<file path="src/rtl/lcc_resp_rx_if.sv">
// +----------------------------------------------------------------------------+
// | lcc_resp_rx_if : serial line and response outputs of the LCC response UART  |
// | Revision: 1.0                                                              |
// +----------------------------------------------------------------------------+
`default_nettype none

interface lcc_resp_rx_if #(
  parameter int BYTES = 4
);
  logic               RX;
  logic [7:0]         oData;
  logic               oValid;
  logic [8*BYTES-1:0] oFrame;
  logic               oFrameValid;
  logic               oFrameErr;
  logic               oBusy;

  modport slave (
    input  RX,
    output oData, oValid, oFrame, oFrameValid, oFrameErr, oBusy
  );

  modport master (
    output RX,
    input  oData, oValid, oFrame, oFrameValid, oFrameErr, oBusy
  );
endinterface

`default_nettype wire

</file>
<file path="src/rtl/lcc_resp_rx.sv">
// +----------------------------------------------------------------------------+
// | lcc_resp_rx : UART receiver grouping BYTES bytes into LCC response frames  |
// | Option macro LCC_RX_PARITY_EN selects 8E1 instead of 8N1.                  |
// | Revision: 1.0                                                              |
// +----------------------------------------------------------------------------+
`default_nettype none

module lcc_resp_rx #(
  parameter int CLKS_PER_BIT = 16,
  parameter int BYTES        = 4,
  parameter int TIMEOUT_BITS = 20
) (
  input  wire logic      clk,
  input  wire logic      reset,
  lcc_resp_rx_if.slave   bus
);
  localparam int c_cw  = $clog2(CLKS_PER_BIT);
  localparam int c_tw  = $clog2(TIMEOUT_BITS * CLKS_PER_BIT);
  localparam int c_nw  = (BYTES > 1) ? $clog2(BYTES) : 1;
  localparam logic [c_cw-1:0] c_half    = c_cw'(CLKS_PER_BIT / 2 - 1);
  localparam logic [c_cw-1:0] c_full    = c_cw'(CLKS_PER_BIT - 1);
  localparam logic [c_tw-1:0] c_to_last = c_tw'(TIMEOUT_BITS * CLKS_PER_BIT - 1);
  localparam logic [c_nw-1:0] c_last    = c_nw'(BYTES - 1);

  typedef enum logic [2:0] {
    S_IDLE,
    S_START,
    S_DATA,
`ifdef LCC_RX_PARITY_EN
    S_PARITY,
`endif
    S_STOP,
    S_BREAK
  } state_t;

  state_t             r_state;
  logic [1:0]         r_sync;
  logic               r_rx_prev;
  logic [c_cw-1:0]    r_cnt;
  logic [2:0]         r_bit;
  logic [7:0]         r_shift;
  logic [c_nw-1:0]    r_count;
  logic [c_tw-1:0]    r_to_cnt;
  logic [7:0]         r_slot [BYTES];
  logic [7:0]         r_data;
  logic               r_valid;
  logic [8*BYTES-1:0] r_frame;
  logic               r_frame_valid;
  logic               r_frame_err;
  logic               r_busy;
  logic               w_rx;
  logic               w_good;
  logic [8*BYTES-1:0] w_frame;

  assign w_rx = r_sync[1];

`ifdef LCC_RX_PARITY_EN
  logic r_par_err;
  assign w_good = w_rx & ~r_par_err;
`else
  assign w_good = w_rx;
`endif

  // Frame image with the byte now completing placed into its slot.
  always_comb begin
    w_frame = '0;
    for (int i = 0; i < BYTES; i++) begin
      w_frame[i*8 +: 8] = (c_nw'(i) == r_count) ? r_shift : r_slot[i];
    end
  end

  always_ff @(posedge clk) begin
    if (reset) begin
      r_state       <= S_IDLE;
      r_sync        <= 2'b11;
      r_rx_prev     <= 1'b1;
      r_cnt         <= '0;
      r_bit         <= '0;
      r_shift       <= '0;
      r_count       <= '0;
      r_to_cnt      <= '0;
      r_data        <= '0;
      r_valid       <= 1'b0;
      r_frame       <= '0;
      r_frame_valid <= 1'b0;
      r_frame_err   <= 1'b0;
      r_busy        <= 1'b0;
      for (int i = 0; i < BYTES; i++) r_slot[i] <= '0;
`ifdef LCC_RX_PARITY_EN
      r_par_err     <= 1'b0;
`endif
    end else begin
      r_sync        <= {r_sync[0], bus.RX};
      r_rx_prev     <= w_rx;
      r_valid       <= 1'b0;
      r_frame_valid <= 1'b0;
      r_frame_err   <= 1'b0;
      case (r_state)
        S_IDLE: begin
          r_cnt <= '0;
          // Expiry and a start edge on the same clk: the new byte opens a fresh frame.
          if (r_count != '0) begin
            if (r_to_cnt == c_to_last) begin
              r_count     <= '0;
              r_to_cnt    <= '0;
              r_frame_err <= 1'b1;
            end else begin
              r_to_cnt <= r_to_cnt + 1'b1;
            end
          end else begin
            r_to_cnt <= '0;
          end
          if (r_rx_prev && !w_rx) begin
            r_state <= S_START;
            r_busy  <= 1'b1;
          end
        end
        S_START: begin
          if (r_cnt == c_half) begin
            r_cnt <= '0;
            r_bit <= '0;
            if (!w_rx) begin
              r_state <= S_DATA;
            end else begin
              r_state <= S_IDLE;
              r_busy  <= 1'b0;
            end
          end else begin
            r_cnt <= r_cnt + 1'b1;
          end
        end
        S_DATA: begin
          if (r_cnt == c_full) begin
            r_cnt   <= '0;
            r_shift <= {w_rx, r_shift[7:1]};
            r_bit   <= r_bit + 1'b1;
            if (r_bit == 3'd7) begin
`ifdef LCC_RX_PARITY_EN
              r_state <= S_PARITY;
`else
              r_state <= S_STOP;
`endif
            end
          end else begin
            r_cnt <= r_cnt + 1'b1;
          end
        end
`ifdef LCC_RX_PARITY_EN
        S_PARITY: begin
          if (r_cnt == c_full) begin
            r_cnt     <= '0;
            r_par_err <= ^{r_shift, w_rx};
            r_state   <= S_STOP;
          end else begin
            r_cnt <= r_cnt + 1'b1;
          end
        end
`endif
        S_STOP: begin
          if (r_cnt == c_full) begin
            r_cnt    <= '0;
            r_busy   <= 1'b0;
            r_to_cnt <= '0;
            r_state  <= w_rx ? S_IDLE : S_BREAK;
            if (w_good) begin
              r_data          <= r_shift;
              r_valid         <= 1'b1;
              r_slot[r_count] <= r_shift;
              if (r_count == c_last) begin
                r_frame       <= w_frame;
                r_frame_valid <= 1'b1;
                r_count       <= '0;
              end else begin
                r_count <= r_count + 1'b1;
              end
            end else begin
              r_frame_err <= (r_count != '0);
              r_count     <= '0;
            end
          end else begin
            r_cnt <= r_cnt + 1'b1;
          end
        end
        S_BREAK: begin
          if (!w_rx) begin
            r_cnt <= '0;
          end else if (r_cnt == c_full) begin
            r_cnt   <= '0;
            r_state <= S_IDLE;
          end else begin
            r_cnt <= r_cnt + 1'b1;
          end
        end
        default: begin
          r_state <= S_IDLE;
          r_busy  <= 1'b0;
        end
      endcase
    end
  end

  assign bus.oData       = r_data;
  assign bus.oValid      = r_valid;
  assign bus.oFrame      = r_frame;
  assign bus.oFrameValid = r_frame_valid;
  assign bus.oFrameErr   = r_frame_err;
  assign bus.oBusy       = r_busy;

endmodule

`default_nettype wire
</file>
<file path="src/flat_wrapper.sv">
// flat-port wrapper written by rule: the top's interface ports become plain ports
module lcc_resp_rx_flat 
#(
  parameter int CLKS_PER_BIT = 16,
  parameter int BYTES        = 4,
  parameter int TIMEOUT_BITS = 20
)
  (clk, reset, bus_RX, bus_oData, bus_oValid, bus_oFrame, bus_oFrameValid, bus_oFrameErr, bus_oBusy);
  lcc_resp_rx_if #(.BYTES(BYTES)) bus_i ();
  input  wire logic clk;
  input  wire logic reset;
  input wire logic [$bits(bus_i.RX)-1:0] bus_RX;
  output wire logic [$bits(bus_i.oData)-1:0] bus_oData;
  output wire logic [$bits(bus_i.oValid)-1:0] bus_oValid;
  output wire logic [$bits(bus_i.oFrame)-1:0] bus_oFrame;
  output wire logic [$bits(bus_i.oFrameValid)-1:0] bus_oFrameValid;
  output wire logic [$bits(bus_i.oFrameErr)-1:0] bus_oFrameErr;
  output wire logic [$bits(bus_i.oBusy)-1:0] bus_oBusy;
  assign bus_i.RX = bus_RX;
  assign bus_oData = bus_i.oData;
  assign bus_oValid = bus_i.oValid;
  assign bus_oFrame = bus_i.oFrame;
  assign bus_oFrameValid = bus_i.oFrameValid;
  assign bus_oFrameErr = bus_i.oFrameErr;
  assign bus_oBusy = bus_i.oBusy;
  lcc_resp_rx #(.CLKS_PER_BIT(CLKS_PER_BIT), .BYTES(BYTES), .TIMEOUT_BITS(TIMEOUT_BITS)) u_core (.clk(clk), .reset(reset), .bus(bus_i));
endmodule
</file>
<file path="config.mk">
export PLATFORM = sky130hd
export DESIGN_NAME = lcc_resp_rx_flat
export DESIGN_NICKNAME = d
export VERILOG_FILES = /design/src/rtl/lcc_resp_rx_if.sv /design/src/rtl/lcc_resp_rx.sv /design/src/flat_wrapper.sv
export SDC_FILE = /design/constraint.sdc
export NUM_CORES = 1
export LEC_CHECK = 0
export CORE_UTILIZATION = 32
export DETAILED_ROUTE_END_ITERATION = 8
export DONT_BUFFER_PORTS = 1
export SLEW_MARGIN = 30
export SYNTH_ARGS = -nofsm -noshare
export SYNTH_HDL_FRONTEND = slang
export SYNTH_SLANG_ARGS = --single-unit
</file>
<file path="constraint.sdc">
create_clock -name clk -period 2.4 [get_ports clk]
set_clock_uncertainty 0.15 [all_clocks]
set_input_delay 0 -clock clk [delete_from_list [all_inputs] [get_ports clk]]
set_output_delay 0 -clock clk [all_outputs]
set_load 0.02 [all_outputs]
</file>
---- After elaboration in Yosys (flattened, before gate mapping) ----
Memory sizes are Yosys's and may differ from the RTL's. A register that Yosys moved wholly into a read port is not among the register bits.
Index checks and enable logic that the tools add are counted.
word-level totals
  memory bits (writable) .................. 32
  memories ................................ 1
  bits of input ports ..................... 3
  word-level logic and storage cells ...... 108
  register bits ........................... 44
  output and inout bits ................... 44
operators by class
  equality and inequality tests ........... 19
  add/sub/neg operators ................... 4
  muxes and demuxes ....................... 48
  bitwise gates (word level) .............. 4
  reduce and logical (&&, ||, !) cells .... 19
memory list
  name           words  bits a word  rd ports  clocked after Yosys merged registers in  wr ports  line               RTL
  u_core.r_slot  4      8            4         4                                        4         lcc_resp_rx.sv:44  logic [7:0] r_slot [BYTES];
operators by type and width
  cell                   number
  $mux W3                10
  $mux W9                3
  $ne A2 B1 Y1 const B   10
  $pmux W9 S2            1
  $mux W1                17
  $pmux W4 S4            1
  $pmux W3 S5            1
  $mux W2                7
  $mux W4                3
  $add A9 B1 Y9 const B  1
  $eq A9 B9 Y1 const B   1
  $mux W8                1
  $reduce_and A4 Y1      2
  $reduce_or A8 Y1       1
  $reduce_and A7 Y1      1
  $eq A3 B2 Y1 const B   2
  $eq A3 B3 Y1 const B   2
  $pmux W3 S2            1
  $reduce_and A3 Y1      2
  $reduce_bool A2 Y1     3
  $reduce_and A5 Y1      1
  $add A4 B1 Y4 const B  1
  $eq A4 B3 Y1 const B   1
  $eq A4 B4 Y1 const B   1
  other kinds (15)       20

---- Depth between registers and ports, before layout ----
Gate-level depths: netlist (run 1).
  depth after elaboration ................. 7
  gate-level depth with buffers ........... 8
  mapped depth without buffers ............ 6

---- Worst setup path before layout (run 1) ----
No wires, ideal clock.
  kind .................................... register to register
  start point ............................. reg u_core.r_cnt[0]
  end point ............................... mem u_core.r_slot[1][0], enable pin
  clock period less this slack ............ 2.071 ns
  slack ................................... 0.329 ns
  arrival ................................. 1.611 ns
  required time ........................... 1.941 ns
  cell stages (with the launch flop) ...... 7
  buffers on the path ..................... 1
  library setup time ...................... 0.309 ns
  cells stage by stage .................... dfxtp_1 -> ha_1 -> nand3_1 -> nor3_4 -> and3_1 -> clkbuf_1 -> or2_2
RTL lines
  what                      line                RTL
  start: declaration        lcc_resp_rx.sv:39   logic [c_cw-1:0] r_cnt;
  start signal: assignment  lcc_resp_rx.sv:129  r_cnt <= r_cnt + 1'b1;
  start signal: assignment  lcc_resp_rx.sv:145  r_cnt <= r_cnt + 1'b1;
  start signal: assignment  lcc_resp_rx.sv:181  r_cnt <= r_cnt + 1'b1;
  end: declaration          lcc_resp_rx.sv:44

==> results of run 1 <==
[metal layers]
layer	wire length, µm	share of wire, %	GRT usage (%)
met4	139	1.3	5.633
met1	4820	47	18.37
met2	4778	46	22.99
met3	589	5.7	4.822
met5	0	0	0
[cells in the mapped netlist, types with 2 or more instances]
| cell type | n |
|---|---|
| a21o_1 | 9 |
| buf_4 | 6 |
| nor3b_1 | 4 |
| nor2_1 | 47 |
| dfxtp_1 | 76 |
| inv_1 | 20 |
| buf_2 | 10 |
| nand3_1 | 26 |
| ha_1 | 6 |
| and4_1 | 2 |
| a21oi_2 | 2 |
| and3_1 | 2 |
| o31ai_1 | 2 |
| or3_1 | 3 |
| edfxtp_1 | 32 |
| nor2b_1 | 4 |
| mux2_2 | 2 |
| a211oi_1 | 10 |
| nor3_1 | 6 |
| o21ai_0 | 12 |
| nand4_1 | 8 |
| nand2_1 | 52 |
| nor4_1 | 3 |
| and2_1 | 21 |
| a21oi_1 | 21 |
| mux2i_1 | 10 |
| nand2b_1 | 6 |
| or2_2 | 5 |
| or4_1 | 2 |
| clkbuf_1 | 12 |
| a311oi_1 | 21 |
[cell type report]
| cell class | instances | share of cell area [%] |
|---|---|---|
| Clock inverter | 6 | 0.8289 |
| Timing Repair Buffer | 18 | 3.364 |
| Antenna cell | 1 | 0.04876 |
| Tap cell | 180 | 4.388 |
| Clock buffer | 10 | 4.656 |
| Sequential cell | 108 | 48.37 |
| Multi-Input combinational cell | 312 | 36.88 |
| Inverter | 20 | 1.463 |
[power groups by stage]
stage	Sequential [mW]	Clock [mW]	Combinational (mW)
2_1_floorplan	1.97	0	0.157
3_3_place_gp	1.98	0	0.173
3_5_place_dp	1.98	0	0.178
4_1_cts	1.93	1.45	0.206
5_1_grt	1.94	1.51	0.232
6_report	1.93	1.40	0.205
[logic make-up (layout without fill, tap and decap cells)]
family                   count (synthesis)  after routing  share of synthesized area [%]
AO/OA/AOI/OAI                           90             90                          14.02
XOR/XNOR                                 1              1                         0.1903
adder cells (fa/ha/maj)                  6              6                          1.630
buffers and inverters                   50             54                          5.000
flip-flops                             108            108                          53.91
multiplexers                            13             13                          2.908
other                                    0              1                              0
AND/OR/NAND/NOR                        202            202                          22.34
[registers in the layout, indices dropped and copies added, names as in the netlist]
| register | count |
|---|---|
| bus_oFrame | 24 |
| u_core.bus.oBusy | 1 |
| u_core.bus.oData | 8 |
| u_core.bus.oFrame | 8 |
| u_core.bus.oFrameErr | 1 |
| u_core.bus.oFrameValid | 1 |
| u_core.bus.oValid | 1 |
| u_core.r_bit | 3 |
| u_core.r_cnt | 4 |
| u_core.r_count | 2 |
| u_core.r_rx_prev | 1 |
| u_core.r_shift | 8 |
| u_core.r_slot | 32 |
| u_core.r_state | 3 |
| u_core.r_sync | 2 |
| u_core.r_to_cnt | 9 |
[final timing paths]
path,to,start,slack [ns],depth (start not counted)
worst max-delay path,u_core.r_slot[3][7],u_core.r_cnt[1],0.14,4
worst min-delay path,u_core.r_slot[0][4],reset,0.02,1
worst max register to register,u_core.r_slot[3][7],u_core.r_cnt[1],0.14,4
worst min register to register,u_core.r_sync[1],u_core.r_sync[0],0.26,1
[per-stage QoR]
stage               util [%]  cells
global route           36.81    654
detailed placement     34.45    635
floorplan                  -    470
finish                 36.83    655
global placement       34.45    635
CTS                    36.81    654
[worst register-to-register path: stages (launching register included)]
cell and delay [ns]:
dfxtp_1 0.35, ha_1 0.24, and3_1 0.42, and2_1 0.31, a41o_1 0.46
[layout by cell type (no fill, tap or decap), types with 3 or more instances in the layout]
cell | Yosys | layout
a211oi_1 | 10 | 10
a21o_1 | 9 | 9
a21oi_1 | 21 | 21
a311oi_1 | 21 | 21
and2_1 | 21 | 21
buf_4 | 6 | 14
clkbuf_16 | 0 | 9
dfxtp_1 | 76 | 76
edfxtp_1 | 32 | 32
ha_1 | 6 | 6
inv_1 | 20 | 20
inv_6 | 0 | 3
mux2i_1 | 10 | 10
nand2_1 | 52 | 52
nand2b_1 | 6 | 6
nand3_1 | 26 | 26
nand4_1 | 8 | 8
nor2_1 | 47 | 47
nor2b_1 | 4 | 4
nor3_1 | 6 | 6
nor3b_1 | 4 | 4
nor4_1 | 3 | 3
o21ai_0 | 12 | 12
or2_2 | 5 | 5
or3_1 | 3 | 3
[repair_timing]
item | 4_1_cts | 5_1_grt
buffers inserted | 0 | 0
hold buffers | 3 | 0
endpoints found under the hold margin | 82 | 0
setup endpoints to repair | 0 | 0
==> results.cfg, run 1 <==
[power_and_ir_drop]
seqPwrFrac_pct = 54.6
ir_worst_vdd_uv = 484.2
power_frac_comb_pct = 5.8
switching_power_mw = 0.8187
p_sw_share_pct = 23.10
finalPower_mw = 3.544
power_density_nw_per_um2 = 690.4
p_int_mw = 2.725
pwr-share-clk_pct = 39.6
leakage_nw = 1.986

[clocking]
clk_latency_ns = 0.34
cts_buffers = 9
cts.htree.levels = 3
cts_root_buffer = clkbuf_16
clk_pin_slew_ns = 0.07
clock_sinks = 108
cts_resized = 0
cts_tree = yes
cts.path.max_buffers = 2

[grt]
antenna_found_initial = 1
overflow = 0
grt_pass1_wl_um = 16840
grt_pass1_vias = 3291
grt_start_max_net_pins = 71
groute.usage.overall_pct = 14.59

[die]
initial_utilization_pct = 33.04
rows = 43
io_pins = 47
die_w_um = 122.0
core_um2 = 13930
die_h_um = 122.0
dieArea_um2 = 14870

[worst_setup_path]
critPathLaunchType = flop
crit_path_cell_trace = ha_1, and3_1, and2_1, a41o_1
slowest_delay_ns = 0.46
cp_num_buf_inv = 0
crit_family = simple AND/OR/NAND/NOR gates
critPathCaptureType = flop
required_ns = 2.25
crit_arrival_ns = 2.12
critPathSlowestCell = a41o_1
crit_fanout = 8
critPathKind = reg -> reg

[synthesis]
ys.flop_type = dfxtp_1
async_flop_share_pct = 0
synth_edf_count = 32
yosysTopAreaCell = dfxtp_1
seq_area_frac_synth_pct = 53.91
synthTopCellsByArea = dfxtp_1 (33%), edfxtp_1 (21%), nand2_1 (4.2%)
synthesis.nets = 479
synth_warnings = 0
syn_avg_cell_area_um2 = 9.797
synth_top_area_share_pct = 33.04
synthCells = 470
netlist-cell-type-count = 59
syn_area_um2 = 4604
synth_seq_cells = 108

[timing]
setup_viol = 0
relSlewSlack_pct = 66.20
period_needed_ns = 2.265
tightest_slew_ns = 0.5070
timing.final.ws_setup_ns = 0.1353
finalHoldViolations = 0
tns_ns = 0
holdWs_ns = 0.02370
slew_viol_final = 0
rsz0062_at_grt = no
max_freq_mhz = 441.6
period_share_pct = 94.36

[drt]
vias = 3428
drc = 0
routed_via_density = 5.234
wl_per_cell_um = 15.77
antenna_left = 0
drt-total-wl_um = 10330
drtPass1Iterations = 4
drt_iter0_drc = 200

[min_path]
hold_path.class = in -> reg

[placed_design]
gp_congestion = 0.7821
place_hpwl_um = 6695
pre_cts_ws_ns = 0.1929
place_area_um2 = 4801
port_buffers = 0

[layout]
regArea_um2 = 2482
design_area_um2 = 5132
drive_above_1_share_pct = 10.34
layout.nets = 478
nFillCells = 1371
area_growth_pct = 11.47
multi_input_area_um2 = 1893

[run_status]
status = complete, no violations

[flow_run]
cap_violations = 0
(Power assumes the default switching activity.)
==> run 2, diff against run 1 <==
--- a/config.mk
+++ b/config.mk
@@ -5,7 +5,9 @@
 export SDC_FILE = /design/constraint.sdc
 export NUM_CORES = 1
 export LEC_CHECK = 0
+export ABC_AREA = 1
 export CORE_UTILIZATION = 32
+export CTS_BUF_LIST = sky130_fd_sc_hd__clkbuf_16
 export DETAILED_ROUTE_END_ITERATION = 8
 export DONT_BUFFER_PORTS = 1
 export SLEW_MARGIN = 30
==> results.cfg, run 2 <==
[timing]
max_freq_mhz = 453.8
setup_viol = 0
slew_viol_final = 0
holdWs_ns = 0.09913
rsz0062_at_grt = no
tns_ns = 0
period_share_pct = 91.82
relSlewSlack_pct = 53.52
period_needed_ns = 2.204
finalHoldViolations = 0
tightest_slew_ns = 0.6972

[die]
io_pins = 47
initial_utilization_pct = 33.07
dieArea_um2 = 15000
core_um2 = 14040
die_w_um = 122.5
die_h_um = 122.5
rows = 43

[clocking]
cts_buffers = 9
cts_root_buffer = clkbuf_16
clk_pin_slew_ns = 0.08
cts_tree = yes
clock_sinks = 108
clk_latency_ns = 0.35
cts.path.max_buffers = 2
cts.htree.levels = 3
post_cts_buffers = 0

[run_status]
status = complete, no violations

[power_and_ir_drop]
power_density_nw_per_um2 = 731.2
leakage_nw = 1.995
ir_worst_vdd_uv = 321.0
finalPower_mw = 3.753

[synthesis]
synthesis.nets = 552
yosysMostFrequentCell = nand2_1
seq_area_frac_synth_pct = 53.46
ys.flop_type = dfxtp_1
async_flop_share_pct = 0
syn_area_um2 = 4643
synth_edf_count = 32
synthCells = 543
synth_common_cells = nand2_1 (100), nor2_1 (96), dfxtp_1 (76)
synth_top_area_share_pct = 32.77
synth_seq_cells = 108
synth_warnings = 0
syn_avg_cell_area_um2 = 8.551
netlist-cell-type-count = 34
yosysTopAreaCell = dfxtp_1
synthTopCellsByArea = dfxtp_1 (33%), edfxtp_1 (21%), nand2_1 (8.1%)

[layout]
num_antenna_cells = 0
area_growth_pct = 10.54
mostFrequentLayoutCells = nand2_1 (100), nor2_1 (96), dfxtp_1 (76)
max_flop_register = u_core.r_slot
nFillCells = 1434
largest_reg_flops = 32
drive_above_1_share_pct = 11.75
layout_commonest_cell = nand2_1
layout.nets = 557

[worst_setup_path]
crit_family = simple AND/OR/NAND/NOR gates
crit_path_cell_trace = ha_1, nand3_2, nor2_4, nand2_2, buf_4, nand2_2, nand3_4, inv_1
required_ns = 2.28
critPathLaunchType = flop
cp_num_buf_inv = 2
critPathSlowestCell = dfxtp_1
critPathKind = reg -> reg
crit_fanout = 9
slowest_delay_ns = 0.41
crit_arrival_ns = 2.08
worst_path_most_repeated_cell = nand2_2
critPathCaptureType = flop

[drt]
drtPass1Iterations = 5
vias = 3581
drc = 0
antenna_left = 0
drt-total-wl_um = 10490
wl_per_cell_um = 14.31
routed_via_density = 4.885
drt_iter0_drc = 197

[grt]
grt_pass1_vias = 3552
grt_start_max_net_pins = 29
antenna_found_initial = 0
groute.usage.overall_pct = 15.05
overflow = 0
grt_pass1_wl_um = 17350

[flow_run]
cap_violations = 0

[min_path]
hold_path.class = in -> reg

[placed_design]
place_hpwl_um = 7393
gp_congestion = 0.7989
port_buffers = 0
[run 2: final timing paths]
path	end	slack, ns	cells after the start	startpoint
worst max-delay path	u_core.r_slot[3][1]	0.20	8	u_core.r_cnt[0]
worst min-delay path	u_core.r_cnt[3]	0.1	2	reset
worst max register to register	u_core.r_slot[3][1]	0.20	8	u_core.r_cnt[0]
worst min register to register	u_core.r_sync[1]	0.27	1	u_core.r_sync[0]
[run 2: layer usage]
layer | part of all wire [%] | up-vias | GRT usage (%)
met3 | 5.2 | 14 | 4.554
met4 | 1.5 | 0 | 4.878
met2 | 46 | 60 | 24.40
met1 | 47 | 1709 | 19.00
met5 | 0 | - | 0
li1 | - | 1798 | -
[run 2: power breakdown]
part | switching [mW] | internal [mW]
sequential | 0.0660 | 1.94
clock | 0.670 | 0.701
combinational | 0.260 | 0.118
[run 2: kinds of logic after synthesis]
| group | synth area share (%) |
|---|---|
| simple gates | 26.95 |
| flops | 53.46 |
| compound gates | 11.51 |
| buf+inv | 6.467 |
| fa+ha+maj | 1.617 |
[run 2: worst register-to-register path, delay by kind of cell, from the launching register on]
family        cells  cell delay, ns
buf+inv           2            0.47
simple gates      5            0.58
fa+ha+maj         1            0.27
flops             1            0.41
[run 2: what timing repair did]
item                                    CTS  global route
hold endpoints to repair                 38             0
hold buffers                              4             0
endpoints found under the setup margin    0             8
gates resized for setup                   0             1
[run 2: area by class of cell]
| cell class | count | area, µm² | share of cell area [%] |
|---|---|---|---|
| Inverter | 47 | 181.4 | 3.535 |
| Multi-Input combinational cell | 370 | 1861 | 36.25 |
| Timing Repair Buffer | 12 | 115.1 | 2.243 |
| Sequential cell | 108 | 2482 | 48.37 |
| Clock buffer | 9 | 225.2 | 4.388 |
| Clock inverter | 7 | 42.54 | 0.8289 |
| Tap cell | 180 | 225.2 | 4.388 |
[run 2: through the flow]
| step | util (%) | instances | worst slack [ns] | cell area [µm²] |
|---|---|---|---|---|
| after global placement | 34.34 | 713 | 0.3307 | 4822 |
| after CTS | 36.53 | 733 | 0.005093 | 5130 |
| final | 36.55 | 733 | 0.1964 | 5132 |
| after detailed placement | 34.34 | 713 | 0.2141 | 4822 |
| after floorplan | - | 543 | 0.3898 | 4643 |
| after global routing | 36.55 | 733 | 0.03728 | 5132 |
